**config.mk**
```make
export PLATFORM = sky130hd
export DESIGN_NAME = uart_cmd_parser_flat
export DESIGN_NICKNAME = d
export VERILOG_FILES = /design/src/rtl/uart_cmd_parser_pkg.sv /design/src/rtl/uart_cmd_parser_if.sv /design/src/rtl/uart_cmd_parser_hex_ascii_decode.sv /design/src/rtl/uart_cmd_parser.sv /design/src/flat_wrapper.sv
export SDC_FILE = /design/constraint.sdc
export NUM_CORES = 1
export LEC_CHECK = 0
export CORE_MARGIN = 4
export CORE_UTILIZATION = 40
export DETAILED_ROUTE_END_ITERATION = 12
export HOLD_SLACK_MARGIN = 0.03
export PLACE_DENSITY = 0.64
export SYNTH_ARGS = -nofsm -noshare
export SYNTH_HDL_FRONTEND = slang
export SYNTH_SLANG_ARGS = --single-unit
```
**constraint.sdc**
```tcl
create_clock -name clk -period 2.7 [get_ports clk]
set_input_delay 0.54 -clock clk [delete_from_list [all_inputs] [get_ports clk]]
set_output_delay 0.54 -clock clk [all_outputs]
set_load 0.01 [all_outputs]
```
**src/rtl/uart_cmd_parser_pkg.sv**
```systemverilog
// uart_cmd_parser_pkg: shared definitions for the UART calculator command parser.
// Holds the parser state encoding, the dtype / operator / error-code values, the
// ASCII constants recognised in a frame, and a helper that maps an operator byte
// to its operator code.
package uart_cmd_parser_pkg;

  typedef enum logic [2:0] {
    StIdle,
    StFmtSp,
    StType,
    StTypeSp,
    StOpA,
    StOpB,
    StPend,
    StDiscard
  } state_e;

  // dtype values
  localparam logic [1:0] DtypeNone = 2'd0;
  localparam logic [1:0] DtypeS    = 2'd1;
  localparam logic [1:0] DtypeU    = 2'd2;

  // operator values
  localparam logic [2:0] OpNone = 3'd0;
  localparam logic [2:0] OpAdd  = 3'd1;
  localparam logic [2:0] OpSub  = 3'd2;
  localparam logic [2:0] OpMul  = 3'd3;
  localparam logic [2:0] OpDiv  = 3'd4;

  // err_code values
  localparam logic [2:0] ErrNone    = 3'd0;
  localparam logic [2:0] ErrBadChar = 3'd1;
  localparam logic [2:0] ErrEmpty   = 3'd2;
  localparam logic [2:0] ErrOvf     = 3'd3;
  localparam logic [2:0] ErrOverrun = 3'd4;
  localparam logic [2:0] ErrTimeout = 3'd5;

  // ASCII constants
  localparam logic [7:0] AsciiSp    = 8'h20;
  localparam logic [7:0] AsciiCr    = 8'h0D;
  localparam logic [7:0] AsciiLf    = 8'h0A;
  localparam logic [7:0] AsciiI     = 8'h49;
  localparam logic [7:0] AsciiS     = 8'h53;
  localparam logic [7:0] AsciiU     = 8'h55;
  localparam logic [7:0] AsciiEq    = 8'h3D;
  localparam logic [7:0] AsciiPlus  = 8'h2B;
  localparam logic [7:0] AsciiMinus = 8'h2D;
  localparam logic [7:0] AsciiStar  = 8'h2A;
  localparam logic [7:0] AsciiSlash = 8'h2F;

  // Returns OpNone when the byte is not one of the four operator characters.
  function automatic logic [2:0] op_decode(input logic [7:0] b);
    logic [2:0] op;
    op = OpNone;
    case (b)
      AsciiPlus:  op = OpAdd;
      AsciiMinus: op = OpSub;
      AsciiStar:  op = OpMul;
      AsciiSlash: op = OpDiv;
      default:    op = OpNone;
    endcase
    return op;
  endfunction

endpackage

```
**src/rtl/uart_cmd_parser_if.sv**
```systemverilog
// uart_cmd_parser_if: byte-stream input, parsed-command output and error report of
// the command parser.
//   rx_data/rx_valid          received byte and its one-cycle strobe (no backpressure)
//   dtype/operator/src1/src2  parsed command, held while out_valid
//   out_valid/out_ready       command handshake towards the ALU
//   err_valid/err_code        one-cycle error pulse, code held until the next error
// Modports: master = byte source / ALU side, slave = parser.
interface uart_cmd_parser_if #(
  parameter int unsigned DATA_W = 16
);
  logic [7:0]        rx_data;
  logic              rx_valid;
  logic [1:0]        dtype;
  logic [2:0]        operator;
  logic [DATA_W-1:0] src1;
  logic [DATA_W-1:0] src2;
  logic              out_valid;
  logic              out_ready;
  logic              err_valid;
  logic [2:0]        err_code;

  modport master (
    output rx_data, rx_valid, out_ready,
    input  dtype, operator, src1, src2, out_valid, err_valid, err_code
  );

  modport slave (
    input  rx_data, rx_valid, out_ready,
    output dtype, operator, src1, src2, out_valid, err_valid, err_code
  );
endinterface

```
**src/rtl/uart_cmd_parser_hex_ascii_decode.sv**
```systemverilog
// hex_ascii_decode: combinational ASCII hex-digit decoder.
//   rx_byte_i  input byte
//   is_hex_o   1 when the byte is 0-9, A-F or a-f
//   nibble_o   digit value (0 when not a hex digit)
module hex_ascii_decode (
  input  logic [7:0] rx_byte_i,
  output logic       is_hex_o,
  output logic [3:0] nibble_o
);

  always_comb begin
    is_hex_o = 1'b0;
    nibble_o = 4'd0;
    if (rx_byte_i >= 8'h30 && rx_byte_i <= 8'h39) begin
      is_hex_o = 1'b1;
      nibble_o = rx_byte_i[3:0];
    end else if ((rx_byte_i >= 8'h41 && rx_byte_i <= 8'h46) ||
                 (rx_byte_i >= 8'h61 && rx_byte_i <= 8'h66)) begin
      // 'A'/'a' have low nibble 1, so adding 9 yields 10..15
      is_hex_o = 1'b1;
      nibble_o = rx_byte_i[3:0] + 4'd9;
    end
  end

endmodule

```
**src/rtl/uart_cmd_parser.sv**
```systemverilog
// uart_cmd_parser: parses "I <S|U> <hexA><op><hexB>=" frames from a UART byte stream
// into an ALU command held on a valid/ready output, and reports malformed frames.
//   clk   system clock, rising edge
//   rst   asynchronous active-high reset
//   bus   uart_cmd_parser_if.slave: rx_data/rx_valid in, command + out_valid/out_ready,
//         err_valid/err_code out
// Optional feature: define UART_CMD_PARSER_TIMEOUT_EN to abort a partial frame after
// TIMEOUT_CYC idle cycles with error code TIMEOUT.
module uart_cmd_parser
  import uart_cmd_parser_pkg::*;
#(
  parameter int unsigned DATA_W      = 16,
  parameter int unsigned TIMEOUT_CYC = 100000
) (
  input  logic                clk,
  input  logic                rst,
  uart_cmd_parser_if.slave    bus
);

  localparam int unsigned NDIG = DATA_W / 4;
  localparam int unsigned CntW = $clog2(NDIG + 1);

  if (DATA_W < 4 || DATA_W > 64 || (DATA_W % 4) != 0) begin : gen_bad_data_w
    $error("DATA_W must be a multiple of 4 in the range 4..64");
  end
  if (TIMEOUT_CYC < 2) begin : gen_bad_timeout
    $error("TIMEOUT_CYC must be at least 2");
  end

  state_e            state_q, state_d;
  logic [DATA_W-1:0] acc_a_q, acc_a_d;
  logic [DATA_W-1:0] acc_b_q, acc_b_d;
  logic [CntW-1:0]   cnt_q, cnt_d;
  logic [1:0]        type_q, type_d;
  logic [2:0]        op_q, op_d;
  logic [1:0]        dtype_q, dtype_d;
  logic [2:0]        operator_q, operator_d;
  logic [DATA_W-1:0] src1_q, src1_d;
  logic [DATA_W-1:0] src2_q, src2_d;
  logic              out_valid_q, out_valid_d;
  logic              err_valid_q, err_valid_d;
  logic [2:0]        err_code_q, err_code_d;

`ifdef UART_CMD_PARSER_TIMEOUT_EN
  localparam int unsigned TmoW = $clog2(TIMEOUT_CYC);
  logic [TmoW-1:0]   tmo_q, tmo_d;
`endif

  logic              is_hex;
  logic [3:0]        nibble;
  logic [2:0]        op_code;
  logic              is_ws;
  logic              in_frame;
  logic              raise;
  logic [2:0]        raise_code;
  logic [DATA_W-1:0] acc_shift;

  hex_ascii_decode u_hex_decode (
    .rx_byte_i (bus.rx_data),
    .is_hex_o  (is_hex),
    .nibble_o  (nibble)
  );

  assign op_code  = op_decode(bus.rx_data);
  assign is_ws    = (bus.rx_data == AsciiSp) || (bus.rx_data == AsciiCr) ||
                    (bus.rx_data == AsciiLf);
  assign in_frame = (state_q == StFmtSp) || (state_q == StType) || (state_q == StTypeSp) ||
                    (state_q == StOpA) || (state_q == StOpB);

  // One decoder/shifter serves both operands; only the selected accumulator is written.
  assign acc_shift = ((state_q == StOpB) ? acc_b_q : acc_a_q) << 4 | DATA_W'(nibble);

  always_comb begin
    state_d     = state_q;
    acc_a_d     = acc_a_q;
    acc_b_d     = acc_b_q;
    cnt_d       = cnt_q;
    type_d      = type_q;
    op_d        = op_q;
    dtype_d     = dtype_q;
    operator_d  = operator_q;
    src1_d      = src1_q;
    src2_d      = src2_q;
    out_valid_d = out_valid_q;
    err_valid_d = 1'b0;
    err_code_d  = err_code_q;
    raise       = 1'b0;
    raise_code  = ErrNone;
`ifdef UART_CMD_PARSER_TIMEOUT_EN
    tmo_d       = tmo_q;
`endif

    if (bus.rx_valid) begin
      unique case (state_q)
        StIdle: begin
          if (bus.rx_data == AsciiI) begin
            state_d = StFmtSp;
          end else if (!is_ws) begin
            raise      = 1'b1;
            raise_code = ErrBadChar;
          end
        end
        StFmtSp: begin
          if (bus.rx_data == AsciiSp) begin
            state_d = StType;
          end else begin
            raise      = 1'b1;
            raise_code = ErrBadChar;
          end
        end
        StType: begin
          if (bus.rx_data == AsciiS) begin
            type_d  = DtypeS;
            state_d = StTypeSp;
          end else if (bus.rx_data == AsciiU) begin
            type_d  = DtypeU;
            state_d = StTypeSp;
          end else begin
            raise      = 1'b1;
            raise_code = ErrBadChar;
          end
        end
        StTypeSp: begin
          if (bus.rx_data == AsciiSp) begin
            acc_a_d = '0;
            cnt_d   = '0;
            state_d = StOpA;
          end else begin
            raise      = 1'b1;
            raise_code = ErrBadChar;
          end
        end
        StOpA, StOpB: begin
          if (is_hex) begin
            if (cnt_q == CntW'(NDIG)) begin
              raise      = 1'b1;
              raise_code = ErrOvf;
            end else begin
              if (state_q == StOpA) acc_a_d = acc_shift;
              else                  acc_b_d = acc_shift;
              cnt_d = cnt_q + CntW'(1);
            end
          end else if (state_q == StOpA && op_code != OpNone) begin
            if (cnt_q != '0) begin
              op_d    = op_code;
              acc_b_d = '0;
              cnt_d   = '0;
              state_d = StOpB;
            end else begin
              raise      = 1'b1;
              raise_code = ErrEmpty;
            end
          end else if (state_q == StOpB && bus.rx_data == AsciiEq) begin
            if (cnt_q != '0) begin
              src1_d      = acc_a_q;
              src2_d      = acc_b_q;
              dtype_d     = type_q;
              operator_d  = op_q;
              out_valid_d = 1'b1;
              state_d     = StPend;
            end else begin
              raise      = 1'b1;
              raise_code = ErrEmpty;
            end
          end else begin
            raise      = 1'b1;
            raise_code = ErrBadChar;
          end
        end
        StPend: begin
          // Byte is dropped; the held command is untouched.
          raise      = 1'b1;
          raise_code = ErrOverrun;
        end
        StDiscard: begin
          if (bus.rx_data == AsciiEq) state_d = StIdle;
        end
        default: state_d = StIdle;
      endcase
    end

    if (raise && in_frame) state_d = StDiscard;

    // Handshake wins over a same-cycle overrun: the command still retires.
    if (state_q == StPend && out_valid_q && bus.out_ready) begin
      out_valid_d = 1'b0;
      state_d     = StIdle;
    end

`ifdef UART_CMD_PARSER_TIMEOUT_EN
    if (bus.rx_valid) begin
      tmo_d = '0;
    end else if (in_frame || state_q == StDiscard) begin
      if (tmo_q == TmoW'(TIMEOUT_CYC - 1)) begin
        raise      = 1'b1;
        raise_code = ErrTimeout;
        acc_a_d    = '0;
        acc_b_d    = '0;
        cnt_d      = '0;
        tmo_d      = '0;
        state_d    = StIdle;
      end else begin
        tmo_d = tmo_q + TmoW'(1);
      end
    end
`endif

    if (raise) begin
      err_valid_d = 1'b1;
      err_code_d  = raise_code;
    end
  end

  always_ff @(posedge clk or posedge rst) begin
    if (rst) begin
      state_q     <= StIdle;
      acc_a_q     <= '0;
      acc_b_q     <= '0;
      cnt_q       <= '0;
      type_q      <= DtypeNone;
      op_q        <= OpNone;
      dtype_q     <= DtypeNone;
      operator_q  <= OpNone;
      src1_q      <= '0;
      src2_q      <= '0;
      out_valid_q <= 1'b0;
      err_valid_q <= 1'b0;
      err_code_q  <= ErrNone;
`ifdef UART_CMD_PARSER_TIMEOUT_EN
      tmo_q       <= '0;
`endif
    end else begin
      state_q     <= state_d;
      acc_a_q     <= acc_a_d;
      acc_b_q     <= acc_b_d;
      cnt_q       <= cnt_d;
      type_q      <= type_d;
      op_q        <= op_d;
      dtype_q     <= dtype_d;
      operator_q  <= operator_d;
      src1_q      <= src1_d;
      src2_q      <= src2_d;
      out_valid_q <= out_valid_d;
      err_valid_q <= err_valid_d;
      err_code_q  <= err_code_d;
`ifdef UART_CMD_PARSER_TIMEOUT_EN
      tmo_q       <= tmo_d;
`endif
    end
  end

  assign bus.dtype     = dtype_q;
  assign bus.operator  = operator_q;
  assign bus.src1      = src1_q;
  assign bus.src2      = src2_q;
  assign bus.out_valid = out_valid_q;
  assign bus.err_valid = err_valid_q;
  assign bus.err_code  = err_code_q;

endmodule

```
**src/flat_wrapper.sv**
```systemverilog
// flat-port wrapper written by rule: the top's interface ports become plain ports
module uart_cmd_parser_flat import uart_cmd_parser_pkg::*;
#(
  parameter int unsigned DATA_W      = 16,
  parameter int unsigned TIMEOUT_CYC = 100000
)
  (clk, rst, bus_rx_data, bus_rx_valid, bus_out_ready, bus_dtype, bus_operator, bus_src1, bus_src2, bus_out_valid, bus_err_valid, bus_err_code);
  uart_cmd_parser_if #(.DATA_W(DATA_W)) bus_i ();
  input  logic clk;
  input  logic rst;
  input wire logic [$bits(bus_i.rx_data)-1:0] bus_rx_data;
  input wire logic [$bits(bus_i.rx_valid)-1:0] bus_rx_valid;
  input wire logic [$bits(bus_i.out_ready)-1:0] bus_out_ready;
  output wire logic [$bits(bus_i.dtype)-1:0] bus_dtype;
  output wire logic [$bits(bus_i.operator)-1:0] bus_operator;
  output wire logic [$bits(bus_i.src1)-1:0] bus_src1;
  output wire logic [$bits(bus_i.src2)-1:0] bus_src2;
  output wire logic [$bits(bus_i.out_valid)-1:0] bus_out_valid;
  output wire logic [$bits(bus_i.err_valid)-1:0] bus_err_valid;
  output wire logic [$bits(bus_i.err_code)-1:0] bus_err_code;
  assign bus_i.rx_data = bus_rx_data;
  assign bus_i.rx_valid = bus_rx_valid;
  assign bus_i.out_ready = bus_out_ready;
  assign bus_dtype = bus_i.dtype;
  assign bus_operator = bus_i.operator;
  assign bus_src1 = bus_i.src1;
  assign bus_src2 = bus_i.src2;
  assign bus_out_valid = bus_i.out_valid;
  assign bus_err_valid = bus_i.err_valid;
  assign bus_err_code = bus_i.err_code;
  uart_cmd_parser #(.DATA_W(DATA_W), .TIMEOUT_CYC(TIMEOUT_CYC)) u_core (.clk(clk), .rst(rst), .bus(bus_i));
endmodule
```
**Word-level counts from Yosys, hierarchy flattened**

Cells that the tools add are included.

- Input bits: 12
- Output and inout bits: 42
- Flip-flop bits (word level): 85

- Bitwise operators: 3
- Add/subtract/negate cells: 2
- Equality and inequality tests: 38
- Muxes and demuxes: 71
- Reductions and logical operators: 38
- Order comparisons: 6

Operators with widths:

| kind | count |
|---|---|
| two-way mux 16 bit | 9 |
| two-way mux 3 bit | 24 |
| == test 8 x 6 -> 1 bit, second input constant | 6 |
| one-hot mux 16 bit (2 select lines) | 1 |
| AND reduction 6 bit | 5 |
| == test 8 x 7 -> 1 bit, second input constant | 3 |
| two-way mux 1 bit | 24 |
| one-hot mux 3 bit (6 select lines) | 1 |
| == test 8 x 4 -> 1 bit, second input constant | 2 |
| greater-or-equal comparator 8 x 7 -> 1 bit, second input constant | 2 |
| <= comparator 8 x 7 -> 1 bit, second input constant | 2 |
| OR 16 x 4 -> 16 bit | 1 |
| nonzero test 2 bit | 8 |
| == test 3 bit, second input constant | 5 |
| one-hot mux 3 bit (5 select lines) | 1 |
| two-way mux 12 bit | 1 |
| != test 2 bit, second input constant | 6 |
| != test 4 x 1 -> 1 bit, second input constant | 3 |
| != test 4 bit, second input constant | 3 |
| one-hot mux 3 bit (4 select lines) | 1 |
| two-way mux 2 bit | 5 |
| AND reduction 10 bit | 1 |
| nonzero test 3 bit | 3 |
| greater-or-equal comparator 8 x 6 -> 1 bit, second input constant | 1 |
| other kinds (21) | 40 |

**Longest topological paths before layout**

- Depth in word-level cells: 11
- Depth in mapped cells: 10

**By module**

A second synthesis with hierarchy kept.

- Cells, all modules: 450
- Area total of the unflattened synthesis: 4,185.3 um2

By module, submodules not included:

| module | cells an instance | area an instance (um2) | times used |
|---|---|---|---|
| uart_cmd_parser | 425 | 3,981.3 | 1 |
| hex_ascii_decode | 25 | 203.9 | 1 |

**Least setup slack after synthesis**

Ideal clock, no wire load.

- Path type: input to register
- Start: input bus_rx_data[1]
- End: register u_core.acc_b_q[0]
- Slack: 0.133 ns
- Path buffers: 2
- Data arrival time: 2.442 ns
- Library setup time: 0.125 ns
- Stages: 9
- Cells stage by stage: inv_1 ha_1 clkbuf_1 o2111a_1 nor2_1 nor2_1 o211ai_4 buf_6 mux2_4

- Word-level cells in the longest chain between the ends: 9
- Elaborated cells between the ends (all ways): 30
- Classes of those cells: order compare: 6; eq/ne: 6; mux: 8; bitwise: 1; reduce/logical: 9

RTL lines:

| element | RTL line | source |
|---|---|---|
| start, declared | flat_wrapper.sv:11 | `input wire logic [$bits(bus_i.rx_data)-1:0] bus_rx_data;` |
| greater-or-equal comparator 8 x 7 -> 1 bit (tied with other cells) | uart_cmd_parser_hex_ascii_decode.sv:17 | `end else if ((rx_byte_i >= 8'h41 && rx_byte_i <= 8'h46) \|\|` |
| logical AND 1 bit, on equally long branches | uart_cmd_parser_hex_ascii_decode.sv:17, uart_cmd_parser_hex_ascii_decode.sv:18 |  |
| logical OR 1 bit | uart_cmd_parser_hex_ascii_decode.sv:17 |  |
| two-way mux 4 bit | uart_cmd_parser_hex_ascii_decode.sv:17 |  |
| two-way mux 4 bit | uart_cmd_parser_hex_ascii_decode.sv:14 | `if (rx_byte_i >= 8'h30 && rx_byte_i <= 8'h39) begin` |
| OR 16 x 4 -> 16 bit | uart_cmd_parser.sv:71 | `assign acc_shift = ((state_q == StOpB) ? acc_b_q : acc_a_q) << 4 \| DATA_W'(nibble);` |
| two-way mux 16 bit | uart_cmd_parser.sv:139 | `if (state_q == StOpA) acc_a_d = acc_shift;` |
| two-way mux 16 bit | uart_cmd_parser.sv:135 | `if (cnt_q == CntW'(NDIG)) begin` |
| two-way mux 16 bit | uart_cmd_parser.sv:134 | `if (is_hex) begin` |
| end signal, assigned | uart_cmd_parser.sv:218 | `acc_b_q <= '0;` |
| end signal, assigned | uart_cmd_parser.sv:235 | `acc_b_q <= acc_b_d;` |
| end, declared | uart_cmd_parser.sv:32 | `logic [DATA_W-1:0] acc_b_q, acc_b_d;` |

Parallel ways exist; a longest one is shown, timed or not. The select of a mux whose other input is x is not followed.
A chain may end at the register's enable or synchronous reset.

**Worst setup path in the final report**

- Start: input bus_rx_data[1]
- End: register u_core.cnt_q[2]

- Word-level cells in the longest chain between the ends: 7
- Elaborated cells between the ends (all ways): 27
- Classes of those cells: order compare: 6; eq/ne: 9; mux: 5; reduce/logical: 7

RTL lines:

| element | RTL line | source |
|---|---|---|
| greater-or-equal comparator 8 x 7 -> 1 bit (tied with other cells) | uart_cmd_parser_hex_ascii_decode.sv:17 |  |
| logical AND 1 bit, on equally long branches | uart_cmd_parser_hex_ascii_decode.sv:17, uart_cmd_parser_hex_ascii_decode.sv:18 |  |
| logical OR 1 bit | uart_cmd_parser_hex_ascii_decode.sv:17 |  |
| two-way mux 1 bit | uart_cmd_parser_hex_ascii_decode.sv:17 |  |
| two-way mux 1 bit | uart_cmd_parser_hex_ascii_decode.sv:14 |  |
| != test 3 bit (no source line) (tied with other cells) | n/a |  |
| AND reduction 6 bit (no source line) / one-hot mux 3 bit (2 select lines) (equally long branches) | n/a |  |
| end signal, assigned | uart_cmd_parser.sv:236 | `cnt_q <= cnt_d;` |
| end, declared | uart_cmd_parser.sv:33 | `logic [CntW-1:0] cnt_q, cnt_d;` |

Parallel ways exist; a longest one is shown, timed or not.

==> impl_metrics.sql <==
INSERT INTO impl_metrics (metric_group, metric, value, unit) VALUES
('sta', 'post-route-period-util', '0.972', ''),
('route', 'average_wire_per_cell_in_the_routed_design', '16.1', 'µm'),
('global_routing', 'initial_antenna_violation_count', '0', ''),
('pwr', 'leakage', '2.65', 'nW'),
('cells_and_area', 'drive_above_1_share', '0.323', ''),
('global_routing', 'groute.usage.overall', '0.156', ''),
('pwr', 'sequentialPowerShare', '0.424', ''),
('global_routing', 'busiest_layer', 'met2', ''),
('place', 'gp_congestion', '0.872', ''),
('route', 'vias', '3226', ''),
('cells_and_area', 'seq_area', '2130', 'µm²'),
('sta', 'final_max_slew_viol_count', '0', ''),
('global_routing', 'number_of_global_route_vias_before_repair', '3320', ''),
('run_status', 'status', 'finished, final reports clean', ''),
('sta', 'fin_crit', '2.62', 'ns'),
('clock_tree', 'cts_buffer_depth', '2', ''),
('pwr', 'comb_power_share', '0.301', ''),
('cells_and_area', 'share_of_the_core_filled_with_cells_in_the_final_layout', '0.544', ''),
('route', 'drt_wl_total', '9.77', 'mm'),
('critical_path', 'timing.critical_path.to_type', 'register', ''),
('route', 'detailedRoute.firstIterationViolations', '116', ''),
('pwr', 'p_total', '3.36', 'mW'),
('clock_tree', 'cts-buffers-inserted', '9', ''),
('critical_path', 'cp.arrival', '2.89', 'ns'),
('yosys', 'synth.yosys.seq_area_share', '0.499', ''),
('place', 'detailedPlacementHpwl', '7.07', 'mm'),
('yosys', 'synth_cell_type_count', '57', ''),
('clock_tree', 'cts_num_sinks', '85', ''),
('clock_tree', 'clk-insertion-delay-late', '0.35', 'ns'),
('sta', 'setup-tns-final', '0', 'ns'),
('sta', 'setup_violations', '0', ''),
('route', 'dr.pass1.iters', '4', ''),
('yosys', 'syn_inst', '366', ''),
('route', 'route.detailed.vias_per_inst', '5.31', ''),
('pwr', 'sw_share', '0.338', ''),
('sta', 'finalHoldViolCount', '0', ''),
('critical_path', 'critical_path.max_fanout', '9', ''),
('clock_tree', 'cts_root_buf', 'sky130_fd_sc_hd__clkbuf_8', ''),
('yosys', 'postSynth.topFlopCell', 'sky130_fd_sc_hd__dfrtp_1', ''),
('sta', 'final.setup_skew', '0.00860', 'ns'),
('min_path', 'timing.hold.worst_path_depth', '2', ''),
('run', 'maxCapViolations', '0', ''),
('cells_and_area', 'num_antenna_cells', '0', ''),
('clock_tree', 'tritoncts', 'done', ''),
('pwr', 'clock_power_share', '0.275', ''),
('global_routing', 'wire_length_of_the_first_global_routing_pass', '16.1', 'mm'),
('yosys', 'synth_edf_count', '0', ''),
('sta', 'timing.slew.headroom', '0.664', ''),
('sta', 'worstMarginPinSlew', '0.504', 'ns'),
('floorplanning', 'floorplan.io_pins', '54', ''),
('global_routing', 'overflow', '0', ''),
('yosys', 'postSynthAreaPerCell', '11.7', 'µm²'),
('yosys', 'yosys_warning_count', '0', ''),
('place', 'place_area', '5330', 'µm²'),
('yosys', 'post_synth_most_frequent_cells', 'sky130_fd_sc_hd__dfrtp_1, sky130_fd_sc_hd__mux2_2, sky130_fd_sc_hd__nand2_1', ''),
('route', 'detail_route.drc_violations', '0', ''),
('yosys', 'synthDominantAreaCellType', 'sky130_fd_sc_hd__dfrtp_1', ''),
('critical_path', 'worstSetupStartpointType', 'input pin', ''),
('yosys', 'share_of_the_synthesized_area_in_the_top_cell_type', '0.499', ''),
('clock_tree', 'clk_transition_reported_paths', '0.09', 'ns'),
('cells_and_area', 'p_r_area_growth_vs_syn', '32.1', '%'),
('pwr', 'power_report.internal_total', '2.22', 'mW'),
('global_routing', 'gr_met2_demand_resource', '0.272', ''),
('place', 'portBuffers', '53', ''),
('clock_tree', 'cts_htree_levels', '3', ''),
('yosys', 'synthMostInstantiatedCell', 'sky130_fd_sc_hd__dfrtp_1', ''),
('global_routing', 'groute.layer.met1.usage', '0.196', ''),
('yosys', 'post_synth_main_area_contributors', 'sky130_fd_sc_hd__dfrtp_1, sky130_fd_sc_hd__mux2_2, sky130_fd_sc_hd__mux2_4', ''),
('cells_and_area', 'finish.instance_area', '5640', 'µm²'),
('critical_path', 'critPathKind', 'input pin to register', ''),
('floorplanning', 'die_area', '12400', 'µm²');
[through the flow]
stage                     instances  hold slack, ns  worst slack, ns
final                           607           0.491           0.0752
after global routing            607           0.521         -0.00996
after CTS                       604           0.495          0.00587
after detailed placement        588           0.472           -0.416
after global placement          588           0.464           -0.354
after floorplan                 366           0.438            0.133
[metal layers]
layer  vias up  wire (µm)
met2        80       4940
li1       1539          -
met1      1597       4310
met4         0        125
met3        10        381
met5         -          0
[registers in the layout, summed over array words and instances, names as in the netlist]
| register | cells |
|---|---|
| u_core.bus.src1 | 16 |
| u_core.bus.out_valid | 1 |
| u_core.bus.dtype | 2 |
| u_core.cnt_q | 3 |
| u_core.bus.operator | 3 |
| u_core.acc_b_q | 16 |
| u_core.state_q | 3 |
| u_core.op_q | 3 |
| u_core.bus.err_code | 3 |
| u_core.bus.err_valid | 1 |
| u_core.type_q | 2 |
| u_core.acc_a_q | 16 |
| u_core.bus.src2 | 16 |
[layout make-up]
cell class,count,area share
Clock buffer,9,0.0220
Clock inverter,7,0.0144
Inverter,11,0.00799
Multi-Input combinational cell,247,0.366
Sequential cell,85,0.377
Tap cell,136,0.0302
Timing Repair Buffer,112,0.182
[kinds of logic (layout without fill, tap and decap cells)]
group           count (synthesis)  count (layout)  share of synthesized area
fa+ha+maj                       6               6                     0.0176
flops                          85              85                      0.499
mux                            70              70                      0.189
simple gates                   97              97                      0.118
buf+inv                        34             139                     0.0334
compound gates                 74              74                      0.143
[placed cells by master, fill, tap and decap left out, types with 3 or more instances in the layout]
master and instances:
sky130_fd_sc_hd__o211ai_1 3, sky130_fd_sc_hd__clkinv_4 3, sky130_fd_sc_hd__nand3_1 4, sky130_fd_sc_hd__inv_1 10
sky130_fd_sc_hd__o21ai_0 8, sky130_fd_sc_hd__buf_12 3, sky130_fd_sc_hd__mux2i_1 13, sky130_fd_sc_hd__and2_1 3
sky130_fd_sc_hd__nand2_1 36, sky130_fd_sc_hd__nand2b_1 7, sky130_fd_sc_hd__a21oi_1 11, sky130_fd_sc_hd__mux2_2 46
sky130_fd_sc_hd__nor2b_1 5, sky130_fd_sc_hd__clkbuf_8 9, sky130_fd_sc_hd__mux2_4 10, sky130_fd_sc_hd__nor4bb_1 3
sky130_fd_sc_hd__buf_4 53, sky130_fd_sc_hd__o31ai_1 15, sky130_fd_sc_hd__ha_1 4, sky130_fd_sc_hd__dfrtp_1 85
sky130_fd_sc_hd__clkdlybuf4s50_1 53, sky130_fd_sc_hd__nor2_1 21
[power groups by stage]
stage	Sequential, mW	Combinational (mW)	Clock, mW
after global routing	1.44	1.10	0.998
final	1.42	1.01	0.924
after detailed placement	1.45	0.966	0
after global placement	1.45	0.963	0
after floorplan	1.41	0.612	0
after CTS	1.42	0.986	0.954
[worst max-delay path: stages]
cell                              delay [ns]
sky130_fd_sc_hd__clkdlybuf4s50_1        0.52
sky130_fd_sc_hd__inv_1                  0.08
sky130_fd_sc_hd__ha_2                   0.20
sky130_fd_sc_hd__buf_4                  0.17
sky130_fd_sc_hd__o2111a_1               0.27
sky130_fd_sc_hd__buf_4                  0.15
sky130_fd_sc_hd__a2111oi_2              0.30
sky130_fd_sc_hd__buf_4                  0.18
sky130_fd_sc_hd__a311oi_4               0.04
sky130_fd_sc_hd__a22o_1                 0.22
sky130_fd_sc_hd__a211oi_2               0.22
[timing repair]
action	4_1_cts	5_1_grt
pin swaps	0	4
setup endpoints to repair	1	75
setup buffers	0	2
gates cloned	0	1
gates resized for setup	3	15
[final timing paths]
check                           slack, ns                   startpoint                         endpoint
worst max-delay path                 0.08               bus_rx_data[1]      u_core.cnt_q[2]$_DFFE_PP0P_
worst min-delay path                 0.49   u_core.op_q[1]$_DFFE_PP0P_       u_core.op_q[1]$_DFFE_PP0P_
worst max register to register       0.37  u_core.cnt_q[0]$_DFFE_PP0P_    u_core.acc_a_q[6]$_DFFE_PP0P_
worst min register to register       0.49   u_core.op_q[1]$_DFFE_PP0P_       u_core.op_q[1]$_DFFE_PP0P_
max in group asynchronous            1.71                          rst       u_core.op_q[1]$_DFFE_PP0P_
min in group asynchronous            0.66                          rst  u_core.bus.src1[12]$_DFFE_PP0P_
No activity file was read; power rests on OpenSTA's default activity.
